### config.mk
export PLATFORM = sky130hd
export DESIGN_NAME = shapool_control
export DESIGN_NICKNAME = d
export VERILOG_FILES = /design/src/rtl/shapool_pkg.sv /design/src/rtl/shapool_sync_edge.sv /design/src/rtl/shapool_control.sv
export SDC_FILE = /design/constraint.sdc
export NUM_CORES = 1
export LEC_CHECK = 0
export CORE_ASPECT_RATIO = 0.8
export CORE_MARGIN = 1.5
export CORE_UTILIZATION = 40
export CTS_CLUSTER_DIAMETER = 150
export DETAILED_ROUTE_END_ITERATION = 12
export DONT_BUFFER_PORTS = 1
export HOLD_SLACK_MARGIN = 0.12
export PLACE_DENSITY = 0.51
export SKIP_CTS_REPAIR_TIMING = 1
export SLEW_MARGIN = 30
export SYNTH_ARGS = -nofsm -noshare
export SYNTH_HDL_FRONTEND = slang
export SYNTH_SLANG_ARGS = --single-unit
### constraint.sdc
create_clock -name hwclk -period 3.5 [get_ports hwclk]
set_clock_uncertainty 0.05 [all_clocks]
set_input_delay 1.05 -clock hwclk [delete_from_list [all_inputs] [get_ports hwclk]]
set_output_delay 1.05 -clock hwclk [all_outputs]
set_load 0.01 [all_outputs]
### src/rtl/shapool_pkg.sv
// Shared definitions for the SHA-256 nonce-search pool job sequencer.
// Holds the sequencer state encoding and the fixed field widths of the
// serial job format (nonce, daisy word, difficulty, default job width).
package shapool_pkg;

  localparam int NONCE_BITS       = 32;
  localparam int DAISY_BITS       = 40;
  localparam int DIFF_BITS        = 8;
  localparam int JOB_BITS_DEFAULT = 352;

  typedef enum logic [2:0] {
    IDLE,
    LOAD,
    EXEC,
    SUCCESS,
    DONE
  } state_t;

endpackage

### src/rtl/shapool_sync_edge.sv
// Multi-flop synchroniser for one asynchronous input, with rising and
// falling edge detection on the synchronised level.
// Ports:
//   clk      - destination clock
//   reset    - synchronous active-high reset
//   async_in - asynchronous input
//   sync_out - synchronised level (last synchroniser stage)
//   rise     - one-cycle pulse: sync_out high, previous sample low
//   fall     - one-cycle pulse: sync_out low, previous sample high
module shapool_sync_edge #(
  parameter int STAGES = 2
) (
  input  logic clk,
  input  logic reset,
  input  logic async_in,
  output logic sync_out,
  output logic rise,
  output logic fall
);

  logic [STAGES-1:0] chain;
  logic              prev;

  // Synchroniser chain plus one extra flop holding the previous synchronised
  // sample, so edges are judged only on fully synchronised values.
  always_ff @(posedge clk) begin
    if (reset) begin
      chain <= '0;
      prev  <= 1'b0;
    end else begin
      chain[0] <= async_in;
      for (int i = 1; i < STAGES; i++) begin
        chain[i] <= chain[i-1];
      end
      prev <= chain[STAGES-1];
    end
  end

  assign sync_out = chain[STAGES-1];
  assign rise     = chain[STAGES-1] & ~prev;
  assign fall     = ~chain[STAGES-1] & prev;

endmodule

### src/rtl/shapool_control.sv
// Job sequencer for the SHA-256 nonce-search pool.
// Deserialises a job (global job bits plus a 40-bit per-device daisy word)
// from the shared serial bus, starts the hash pool batch by batch while
// stepping the nonce, stops on a match, on nonce exhaustion or on a win by
// another device, and shifts the winning nonce back out on the serial bus.
// Ports:
//   hwclk, reset_in              - pool clock, synchronous active-high reset
//   data_clk, data_in            - async serial clock / global job data
//   daisy_sel, daisy_in          - async load-phase select / daisy data
//   daisy_out                    - daisy register MSB to next device
//   done_in, done_out            - done chain (own done AND upstream done)
//   success_in, success_oe       - shared success line sample / drive enable
//   data_out, data_out_oe        - winning nonce serial output and enable
//   job_data, difficulty, nonce  - job fields presented to the pool
//   core_start                   - pulse: pool starts a batch at nonce
//   core_valid, core_match,
//   core_match_nonce             - batch completion report from the pool
//   status_led, success_led      - searching / found indicators
module shapool_control
  import shapool_pkg::*;
#(
  parameter int POOL_SIZE      = 1,
  parameter int POOL_SIZE_LOG2 = 0,
  parameter int JOB_BITS       = JOB_BITS_DEFAULT,
  parameter int SYNC_STAGES    = 2
) (
  input  logic                  hwclk,
  input  logic                  reset_in,
  input  logic                  data_clk,
  input  logic                  data_in,
  input  logic                  daisy_sel,
  input  logic                  daisy_in,
  output logic                  daisy_out,
  input  logic                  done_in,
  output logic                  done_out,
  input  logic                  success_in,
  output logic                  success_oe,
  output logic                  data_out,
  output logic                  data_out_oe,
  output logic [JOB_BITS-1:0]   job_data,
  output logic [DIFF_BITS-1:0]  difficulty,
  output logic [NONCE_BITS-1:0] nonce,
  output logic                  core_start,
  input  logic                  core_valid,
  input  logic                  core_match,
  input  logic [NONCE_BITS-1:0] core_match_nonce,
  output logic                  status_led,
  output logic                  success_led
);

  localparam logic [NONCE_BITS-1:0] STEP = NONCE_BITS'(1) << POOL_SIZE_LOG2;

  state_t                  state, state_next;
  logic [JOB_BITS-1:0]     job_sr;
  logic [DAISY_BITS-1:0]   daisy_sr;
  logic [NONCE_BITS-1:0]   nonce_r;
  logic [NONCE_BITS-1:0]   result_sr;
  logic                    core_start_r;
  logic [NONCE_BITS:0]     nonce_sum;
  logic                    load_done, batch_match, batch_advance;

  logic data_clk_s, data_clk_rise, data_clk_fall;
  logic data_in_s, data_in_rise, data_in_fall;
  logic daisy_sel_s, daisy_sel_rise, daisy_sel_fall;
  logic daisy_in_s, daisy_in_rise, daisy_in_fall;
  logic done_in_s, done_in_rise, done_in_fall;
  logic success_in_s, success_in_rise, success_in_fall;
  logic unused_sync;

  // Every async input goes through the same synchroniser depth, so serial
  // data stays aligned with the synchronised data_clk edge.
  shapool_sync_edge #(.STAGES(SYNC_STAGES)) u_sync_data_clk (
    .clk(hwclk), .reset(reset_in), .async_in(data_clk),
    .sync_out(data_clk_s), .rise(data_clk_rise), .fall(data_clk_fall));
  shapool_sync_edge #(.STAGES(SYNC_STAGES)) u_sync_data_in (
    .clk(hwclk), .reset(reset_in), .async_in(data_in),
    .sync_out(data_in_s), .rise(data_in_rise), .fall(data_in_fall));
  shapool_sync_edge #(.STAGES(SYNC_STAGES)) u_sync_daisy_sel (
    .clk(hwclk), .reset(reset_in), .async_in(daisy_sel),
    .sync_out(daisy_sel_s), .rise(daisy_sel_rise), .fall(daisy_sel_fall));
  shapool_sync_edge #(.STAGES(SYNC_STAGES)) u_sync_daisy_in (
    .clk(hwclk), .reset(reset_in), .async_in(daisy_in),
    .sync_out(daisy_in_s), .rise(daisy_in_rise), .fall(daisy_in_fall));
  shapool_sync_edge #(.STAGES(SYNC_STAGES)) u_sync_done_in (
    .clk(hwclk), .reset(reset_in), .async_in(done_in),
    .sync_out(done_in_s), .rise(done_in_rise), .fall(done_in_fall));
  shapool_sync_edge #(.STAGES(SYNC_STAGES)) u_sync_success_in (
    .clk(hwclk), .reset(reset_in), .async_in(success_in),
    .sync_out(success_in_s), .rise(success_in_rise), .fall(success_in_fall));

  // Edge outputs that this sequencer has no use for.
  assign unused_sync = ^{data_clk_s, data_clk_fall, data_in_rise, data_in_fall,
                         daisy_in_rise, daisy_in_fall, done_in_rise, done_in_fall,
                         success_in_rise, success_in_fall, (POOL_SIZE != 0)};

  // Bit NONCE_BITS of the widened sum flags that the next batch would wrap.
  assign nonce_sum   = {1'b0, nonce_r} + {1'b0, STEP};
  assign load_done   = (state == LOAD) && daisy_sel_fall;
  assign batch_match = (state == EXEC) && core_valid && core_match;
  // A batch finished with nothing higher-priority pending: move on.
  assign batch_advance = (state == EXEC) && core_valid && !core_match &&
                         !daisy_sel_rise && !success_in_s && !nonce_sum[NONCE_BITS];

  always_ff @(posedge hwclk) begin
    if (reset_in) begin
      state <= IDLE;
    end else begin
      state <= state_next;
    end
  end

  // EXEC stop conditions are ordered: own match beats an abort by a new
  // load, which beats another device's win, which beats exhaustion.
  always_comb begin
    state_next = state;
    case (state)
      IDLE:    if (daisy_sel_s) state_next = LOAD;
      LOAD:    if (daisy_sel_fall) state_next = EXEC;
      EXEC: begin
        if (batch_match)                              state_next = SUCCESS;
        else if (daisy_sel_rise)                      state_next = LOAD;
        else if (success_in_s)                        state_next = DONE;
        else if (core_valid && nonce_sum[NONCE_BITS]) state_next = DONE;
      end
      SUCCESS: if (daisy_sel_rise) state_next = LOAD;
      DONE:    if (daisy_sel_rise) state_next = LOAD;
      default: state_next = IDLE;
    endcase
  end

  always_comb begin
    status_led  = (state == EXEC);
    success_led = (state == SUCCESS);
    success_oe  = (state == SUCCESS);
    data_out_oe = (state == SUCCESS) && !daisy_sel_s;
    data_out    = (state == SUCCESS) && result_sr[NONCE_BITS-1];
    done_out    = (state == DONE) && done_in_s;
  end

  // Job/daisy deserialisation, nonce stepping and result shift-out.
  // core_start is registered so it lines up with the nonce it refers to.
  always_ff @(posedge hwclk) begin
    if (reset_in) begin
      job_sr       <= '0;
      daisy_sr     <= '0;
      nonce_r      <= '0;
      result_sr    <= '0;
      core_start_r <= 1'b0;
    end else begin
      core_start_r <= load_done || batch_advance;
      if ((state == LOAD) && data_clk_rise) begin
        job_sr   <= {job_sr[JOB_BITS-2:0], data_in_s};
        daisy_sr <= {daisy_sr[DAISY_BITS-2:0], daisy_in_s};
      end
      if (load_done) begin
        nonce_r   <= daisy_sr[NONCE_BITS-1:0];
        result_sr <= '0;
      end
      if (batch_advance) begin
        nonce_r <= nonce_sum[NONCE_BITS-1:0];
      end
      if (batch_match) begin
        result_sr <= core_match_nonce;
      end
      if ((state == SUCCESS) && data_clk_rise) begin
        result_sr <= {result_sr[NONCE_BITS-2:0], 1'b0};
      end
    end
  end

  assign job_data   = job_sr;
  assign difficulty = daisy_sr[DAISY_BITS-1 -: DIFF_BITS];
  assign nonce      = nonce_r;
  assign core_start = core_start_r;
  assign daisy_out  = daisy_sr[DAISY_BITS-1];

endmodule
* After elaboration in Yosys (flattened, before gate mapping)
Index checks and enable logic that the tools add are counted.
** Cells by class
- Multiply operators :: 0
- $add $sub $neg :: 1
- Bitwise logic cells :: 6
- Eq/ne operators :: 8
- Shift operators :: 0
- Magnitude comparators :: 0
- Divide/modulo/power cells :: 0
- Multiplexer cells :: 13
- Reduce and logical (&&, ||, !) cells :: 26
** Operators with widths (count)
- $mux W32 :: 5
- $add A32 B1 Y33 const B :: 1
- $mux W3 :: 7
- $logic_and A1 B1 Y1 :: 13
- $pmux W3 S4 :: 1
- $eq A3 B2 Y1 const B :: 2
- $logic_not A1 Y1 :: 5
- $ne A5 B1 Y1 const B :: 1
- $ne A2 B1 Y1 const B :: 2
- $reduce_and A4 Y1 :: 1
- $reduce_bool A2 Y1 :: 2
- $reduce_or A2 Y1 :: 2
- $and A1 B1 Y1 :: 3
- $eq A3 B1 Y1 const B :: 1
- $eq A3 B3 Y1 const B :: 1
- $logic_not A3 Y1 :: 1
- $not A1 Y1 :: 3
- $reduce_bool A3 Y1 :: 1
- $ne A2 B2 Y1 const B :: 1
- $logic_or A1 B1 Y1 :: 1
** Storage, ports and cells
- Logic and storage cells :: 69
- Memories kept :: 0
- Output and inout bits :: 400
- Latch bits :: 0
- ROM bits :: 0
- RAM bits :: 0
- Register bits :: 474

* Logic depth before layout (Yosys ltp)
Gate-level depths: netlist of run 1.
- Depth in word-level cells :: 7
- Depth in mapped cells :: 8
- Gate-level depth less buffers :: 6

* Cells and area by module
Synthesis of run 1 repeated with hierarchy kept, for this count alone.
** Second synthesis, totals
- Cell total of the unflattened synthesis :: 2232
- Area, all modules :: 17508.0 um^2
** Modules (own cells, without submodules)
- shapool_control :: seq. area each 9208.8 um^2, area an instance 16960.0 um^2, instances 1, cells an instance 2184
- shapool_sync_edge :: seq. area each 60.1 um^2, area an instance 91.3 um^2, instances 6, cells an instance 8

* Worst setup path after synthesis of run 1
No wires, ideal clock.
- Kind :: in2reg
- Start point :: input core_match
- End point :: register nonce_r[27], in the netlist nonce[27]
- Path slack :: 747 ps
- Buffers on the path :: 1
- Arrival :: 2628 ps
- Cell stages on the path :: 5
- Cell sequence :: or4b_1 buf_2 a211o_1 or4_1 a31oi_1
** Between the ends
- Longest elaborated chain between the ends :: 6
** RTL lines
- start: declaration :: RTL line shapool_control.sv:45 : input logic core_match,
- $logic_not A1 Y1 * :: RTL line shapool_control.sv:101 : assign batch_advance = (state == EXEC) && core_valid && !core_match &&
- $logic_and A1 B1 Y1 * (2 in series) :: RTL line shapool_control.sv:101
- $logic_and A1 B1 Y1 * (2 in series) :: RTL line shapool_control.sv:102 : !daisy_sel_rise && !success_in_s && !nonce_sum[NONCE_BITS];
- $mux W32 or $reduce_bool A2 Y1 (tied branches)
- end signal: assignment :: RTL line shapool_control.sv:156 : nonce_r <= daisy_sr[NONCE_BITS-1:0];
- end signal: assignment :: RTL line shapool_control.sv:160 : nonce_r <= nonce_sum[NONCE_BITS-1:0];
- end: declaration :: RTL line shapool_control.sv:56 : logic [NONCE_BITS-1:0] nonce_r;
Mark *: on every way between the ends. The rest lies on a longest branch, timed or not.
A chain may end at the register's enable or synchronous reset.

* Final worst setup path of run 1
- Start point :: register state[1]
- End point :: register nonce_r[31], in the netlist nonce[31]
** Between the ends
- Longest elaborated chain between the ends :: 7
** RTL lines
- start: declaration :: RTL line shapool_control.sv:53 : state_t state, state_next;
- start signal: assignment :: RTL line shapool_control.sv:108 : state <= state_next;
- $eq A3 B2 Y1 :: RTL line shapool_control.sv:101
- $logic_and A1 B1 Y1 (3 in series) :: RTL line shapool_control.sv:101
- $logic_and A1 B1 Y1 (2 in series) :: RTL line shapool_control.sv:102
- $mux W32 or $reduce_bool A2 Y1 (tied branches)
Several ways; a longest one is shown, not always the timed one.

==> results summary, run 1 <==
The H-tree depth is 2. The register clock-pin slew on the reported worst setup and hold paths is 0.06 ns. The clock network latency to the later pin of the worst-skew pair is 0.56 ns. The cell depth of the worst hold path came out at 1. At the end of the flow the core is filled with cells to 44.55%. The arrival time at the worst endpoint came out at roughly 3.4 ns. The iteration-0 DRC count of the detailed router is roughly 1500. The total negative setup slack came out at 0 ns. The starting density of the core is 40.38%. The tree is rooted in a clkbuf_16. The via count of the first global-routing pass came out at approximately 13000.

The min-delay analysis places its worst path in the category flop to flop. The analysis attributes to cell leakage a power of 5.989 nW. The die is between 150 and 200 um tall.

The synthesized design contains 0 enable-type register cells. The critical path goes through or4b_4 -> or4b_1 -> a211o_1 -> or4_1 -> a31oi_1. The number of nets handed over by synthesis was 2236.

The path with the worst hold slack has its endpoint at u_sync_done_in.chain[1]. The clock drives 474 sinks. The DRC violations left came out at 0. During placement, the flow inserted port buffers numbering 0. The library cells used most frequently in the layout, excluding fill and tap cells, are nand2_1, dfxtp_1, a21oi_1. The number of endpoints failing setup at the final stage came out at 0. In the final layout, the share of cells above drive strength 1 is 4.865%. The maximum single-stage delay on the critical path came out at 0.58 ns. After floorplanning, the core was sized to cover 42970 sq um. The total global routing overflow is 0.

The source of the worst register-to-register timing path is state[1]. A synthesized cell averages 7.911 sq um. The cell count of the worst reg-to-reg path is 5. The number of detailed-route iterations in the first pass is 6. The routability congestion estimate from global placement came out at 0.8176. The CTS tree is yes. IR analysis of the VDD net gives a maximum drop of 0.3314 mV. The number of buffers created by CTS came out at 48. Based on the critical path, the design can be clocked at up to 336.0 MHz.

The worst setup path is launched from a flop. The total power is approximately 11 mW. The routed length per instance is around 18 um. The setup slack of the most critical reg-to-reg path is 0.52 ns. The biggest area contributor in the post-synthesis netlist is dfxtp_1.

The critical path required time came out at 3.91 ns. The count of warnings emitted by yosys came out at 0. The number of antenna violations at the first check in global routing is 1. The total number of vias came out at 14170. The worst path in the final design needs a cycle of 2.976 ns, including I/O delays and setup. In the synthesized netlist the dominant register cell turns out to be dfxtp_1. The register area came out at approximately 9500 sq um. The total count of max-transition violations in the final report is 0. Synthesis inferred 474 register bits.

The net total in the final layout came out at 2128. Of the post-synthesis cell area, the dominant cell type holds 54.70%. The number of filler instances in the final layout is 4244.

Broken down by cell family, the worst path's largest delay share belongs to simple AND/OR/NAND/NOR gates. The count of cell types in the netlist came out at 57. The number of max-cap violations came out at 0. Along the worst path, the maximum fanout reaches 15.

The number of buffers and inverters on the critical path is 0. The overall fraction of global-route tracks in use came out at 20.62%. The instance count of the mapped netlist came out at approximately 2200. The detailed-route vias per instance is 5.292. The synthesized cell area is about 17000 sq um. After synthesis, the cell types taking the most area are dfxtp_1, nand2_1, a21oi_1. The capture point of the worst reg-to-reg path is nonce[31]. Entering global routing, the biggest net connects ~480 pins. The first global-routing pass estimated ~74000 um of wire. The fraction of synthesis flops using an asynchronous set or reset pin is 0%. The count of antenna-violating nets left after detailed routing came out at 0.

Setup repair after global routing left no endpoint under its margin. The total wirelength of the detailed-routed design came out at 48920 um. The cell type of the slowest stage on the worst timing path is or4_1.

The worst-case clock buffer depth is 3. From synthesis to final layout, the design area changed by 10.34%. Leaving out fill and tap cells, the most frequent cell in the layout is nand2_1. The overall die area is 44640 sq um. The slew at the pin closest to its max-slew limit came out at 1.342 ns. The total number of placement rows came out at 68. The footprint of the multi-input gates is 7129 sq um. The worst setup path is of the flop to flop kind.

Of the synthesized area, sequential elements account for roughly 55%. The final count of hold timing violations came to 0. The placed wire-length estimate came out at 31260 um.

The run finished with clean final reports. The startpoint identified for the worst hold timing path is u_sync_done_in.chain[0]. The power density relative to cell area is 550.2 nW/um^2.

The worst path uses 85.02% of the clock period. The nature of the critical path endpoint is a flop. 442 I/O pins were placed. Measured against its own limit, the worst slew margin works out to 10.54%. The width of the die is 235.8 um.
## how the worst max path moves through the flow
stage                    start          end  slack (ns)  depth (start not counted)
floorplan           core_match    nonce[27]        0.75                          5
finish                state[1]    nonce[31]        0.52                          5
global placement    core_match    nonce[31]        0.62                          4
global route          state[1]    nonce[27]        0.49                          5
detailed placement  core_match    nonce[31]        0.60                          4
CTS                   state[0]  data_out_oe        0.58                          3
## per-stage QoR
| step | cells | hold slack, ns | area [sq um] | setup WS (ns) |
|---|---|---|---|---|
| floorplan | 2193 | 0.3638 | 17350 | 0.7475 |
| global placement | 2595 | 0.3673 | 17580 | 0.6168 |
| detailed placement | 2595 | 0.3704 | 17580 | 0.6023 |
| CTS | 2677 | 0.3848 | 19130 | 0.5849 |
| global route | 2678 | 0.4062 | 19140 | 0.4853 |
| finish | 2678 | 0.3820 | 19140 | 0.5242 |
## sequential cells by signal (all words and copies together), names as in the netlist, 3 cells and up
signal and cells:
state 3, job_data 352, nonce 32, result_sr 32, daisy_sr 40
## cell usage after synthesis, types with 2 or more instances
| cell | n |
|---|---|
| nand2_1 | 823 |
| dfxtp_1 | 474 |
| a21oi_1 | 405 |
| clkbuf_1 | 166 |
| nor2_1 | 51 |
| a22oi_1 | 38 |
| a211oi_1 | 32 |
| nand3_1 | 22 |
| nor2b_1 | 17 |
| a31oi_1 | 16 |
| nand4_1 | 10 |
| or3_1 | 10 |
| buf_4 | 9 |
| inv_1 | 9 |
| o311ai_0 | 8 |
| or4_1 | 8 |
| and3_1 | 7 |
| o211ai_1 | 7 |
| and4_1 | 6 |
| nor3_1 | 6 |
| o21ai_0 | 6 |
| and2_1 | 5 |
| mux2i_1 | 5 |
| nor4_1 | 5 |
| xnor2_1 | 4 |
| nand2b_1 | 3 |
| o31a_1 | 3 |
| a211o_1 | 2 |
| a2bb2oi_1 | 2 |
| buf_6 | 2 |
| nor3b_1 | 2 |
| o21a_1 | 2 |
| o22ai_1 | 2 |
| o2bb2ai_1 | 2 |
| o31ai_1 | 2 |
## layout make-up
type,instances,share of cell area (%)
Sequential cell,474,49.57
Multi-Input combinational cell,1531,37.24
Clock buffer,70,7.393
Tap cell,560,3.660
Timing Repair Buffer,21,1.216
Clock inverter,12,0.7255
Inverter,9,0.1765
Antenna cell,1,0.01307
## metal layers
metal  vias up  share of wire (%)  GRT usage [%]
met4         0                2.3          7.345
met5         -                  0              0
met2       457                 46          31.74
met1      6580                 41          25.54
li1       7069                  -              -
met3        66                 11          9.141
## where the power goes
part           internal (mW)  leakage, nW  switching (mW)
registers               5.40         3.82         0.00461
logic                 0.0157         1.40          0.0403
clock network           3.01        0.773            2.06
total                   8.42         5.99            2.11
## logic make-up after synthesis
group / count (synthesis) / share of synthesized area, %
multiplexers: 5 / 0.2885
flip-flops: 474 / 54.70
AO/OA/AOI/OAI: 538 / 17.40
AND/OR/NAND/NOR: 983 / 22.98
XOR/XNOR: 4 / 0.2019
adder cells (fa/ha/maj): 1 / 0.07211
buffers and inverters: 188 / 4.356
## worst reg2reg max path, cell delays in order, from the launching register on
cell and delay, ns:
dfxtp_1 0.57, or4b_4 0.53, or4b_1 0.52, a211o_1 0.45, or4_1 0.59, a31oi_1 0.17
(Power assumes the default switching activity.)
==> run 2: changes to the inputs <==
--- a/config.mk
+++ b/config.mk
@@ -18,3 +18,4 @@
 export SYNTH_ARGS = -nofsm -noshare
 export SYNTH_HDL_FRONTEND = slang
 export SYNTH_SLANG_ARGS = --single-unit
+export TNS_END_PERCENT = 50
==> results of run 2 <==
Final layout, timing and power as in run 1 (identical DEF).
==> run 3: changes to the inputs <==
--- a/config.mk
+++ b/config.mk
@@ -9,6 +9,7 @@
 export CORE_MARGIN = 1.5
 export CORE_UTILIZATION = 40
 export CTS_CLUSTER_DIAMETER = 150
+export CTS_CLUSTER_SIZE = 12
 export DETAILED_ROUTE_END_ITERATION = 12
 export DONT_BUFFER_PORTS = 1
 export HOLD_SLACK_MARGIN = 0.12
==> results summary, run 3 (synthesized netlist as in run 1, its figures left out) <==
The total negative setup slack is 0 ns (unchanged). The relative slew slack is -0.09478% (-11 points). The critical path required time was 3.90 ns (about the same). The final non-filler cell area is 18780 sq um (-1.9%).

The buffer type at the clock tree root is clkbuf_16. The width of the die came out at 235.8 um (unchanged). The die boundary height came to 189.3 um (unchanged).

The routed length per instance is 18.60 um (+1.8%). The growth of design area from synthesis to finish came out at 8.266%. The share of post-route cells with drive strength above 1 is 3.839% (-1.0 points). The starting density of the core is 40.38% (unchanged). The count of antenna-violating nets left after detailed routing came out at 0 (unchanged). The most frequent standard cell in the layout excluding fill and tap cells is nand2_1.

The number of buffers created by CTS came out at 45 (-6.3%). The overall die area came to 44640 sq um (unchanged). The static leakage is 5.804 nW (-3.1%). The worst setup path is launched from a flop.

The highest net fanout along the worst path is 15 (unchanged). The detailed-route vias per instance came out at 5.349 (+1.1%). The number of top-level pins is 442 (unchanged). The total number of vias is 14150 (-0.16%). The maximum achievable frequency came to 335.4 MHz (-0.18%). The worst supply voltage drop on vdd is 0.3421 mV (+3.2%).

The H-tree depth came out at 2 (unchanged). The total global routing overflow is 0 (unchanged). The final count of hold timing violations came out at 0 (unchanged). The total wirelength of the detailed-routed design is 49190 um (+0.55%). The global-route wire length before repair is 74420 um (+0.41%). The fraction of the cycle the final worst path needs came out at 85.18% (+0.16 points). The routability congestion estimate from global placement is 0.8176 (unchanged). The slew at the pin closest to its max-slew limit came out at 1.501 ns (+0.1595 ns). The clock network latency to the later pin of the worst-skew pair came out at 0.55 ns (about the same).

The total power is 9.773 mW (-7.2%). The number of flip-flops in the largest register is 352 (unchanged). The total number of placement rows is 68 (unchanged). The checks that failed: max-slew violations. The top cell types in the final layout, fill and taps aside, are nand2_1, dfxtp_1, a21oi_1.

The number of buffers inserted by port buffering came out at 0 (unchanged). The number of max-cap violations is 0 (unchanged). The placed cell area came to 17580 sq um (unchanged). The time the final worst path needs with I/O delays and setup was 2.981 ns (+0.005448 ns). The worst setup path is captured at a flop. The smallest hold slack is 0.3824 ns (+0.0004360 ns). The cell depth of the worst hold path is 1 (unchanged). The core footprint came to 42970 sq um (unchanged). The worst-case clock buffer depth came to 3 (unchanged). The register clock-pin slew on the reported worst setup and hold paths came out at 0.06 ns (about the same). Setup repair after global routing left no endpoint under its margin. The iteration-0 DRC count of the detailed router is 1388 (-8.0%). The CTS tree is yes.

The critical path class is flop to flop. The via count of the first global-routing pass was 12670 (-0.24%). The number of antenna violations at the first check in global routing was 1 (unchanged). The placed wire-length estimate is 31260 um (unchanged). The number of detailed-route iterations in the first pass is 6 (unchanged). The cell count of the worst reg-to-reg path came out at 5 (unchanged). The total count of max-transition violations in the final report is 8 (+8). The run finished, with violations left. The power density relative to cell area is 520.4 nW/um^2 (-5.4%).

The pin count of the biggest net entering global routing was 477 (unchanged). The clock sink total was 474 (unchanged). The arrival time at the worst endpoint came out at 3.38 ns (about the same). The path class of the tightest hold or removal check is flop to flop.

The net total in the final layout came to 2125 (-0.14%). The number of endpoints failing setup at the final stage is 0 (unchanged). The overall fraction of global-route tracks in use is 20.72% (+0.095 points). The DRC violations left came out at 0 (unchanged).
==> run 3: changes by cell type in the layout (fill, tap and decap cells not counted) <==
cell / delta
clkbuf_8: -11
clkbuf_1: -10
clkinv_2: -8
bufinv_16: -3
clkbuf_16: -2
clkinv_4: +1
==> run 3: critical path, cell delays in order, from the launching register on <==
cell     delay (ns)
dfxtp_1        0.57
or4b_4         0.53
or4b_1         0.51
a211o_1        0.44
or4_1          0.58
a31oi_1        0.17
==> run 3: worst paths after layout <==
path	start	to	slack, ns
setup / recovery	state[1]	nonce[31]	0.52
hold / removal	u_sync_done_in.chain[0]	u_sync_done_in.chain[1]	0.38
setup reg to reg	state[1]	nonce[31]	0.52
hold reg to reg	u_sync_done_in.chain[0]	u_sync_done_in.chain[1]	0.38
==> run 3: layout make-up <==
class                   count  area [sq um]
fillers                  4247         24180
flip-flops and latches    474          9489
multi-input cells        1531          7129
clock buffers              47          1176
well taps                 560         700.7
repair buffers             21         232.7
inverters                   9         33.78
clock inverters             2         17.52
diodes                      1         2.502
==> run 3: where the power goes <==
part           switching, mW  internal [mW]  total, mW
Sequential           0.00457           5.40       5.41
Combinational         0.0405         0.0159     0.0564
Clock                   1.95           2.36       4.31
==> run 3: stage by stage <==
| stage | instances | setup slack, ns | util, % |
|---|---|---|---|
| final | 2645 | 0.5187 | 43.71 |
| after detailed placement | 2595 | 0.6023 | 40.91 |
| after CTS | 2644 | 0.5942 | 43.69 |
| after global placement | 2595 | 0.6168 | 40.91 |
| after global routing | 2645 | 0.4728 | 43.71 |
| after floorplan | 2193 | 0.7475 | - |
==> run 3: per-layer routing <==
metal  track usage, %  vias to the layer above  part of all wire, %
li1                 -                     7046                    -
met1            25.72                     6571                   41
met2            31.88                      451                   46
met3            9.200                       81                   11
met4            7.196                        0                  2.5
met5                0                        -                    0
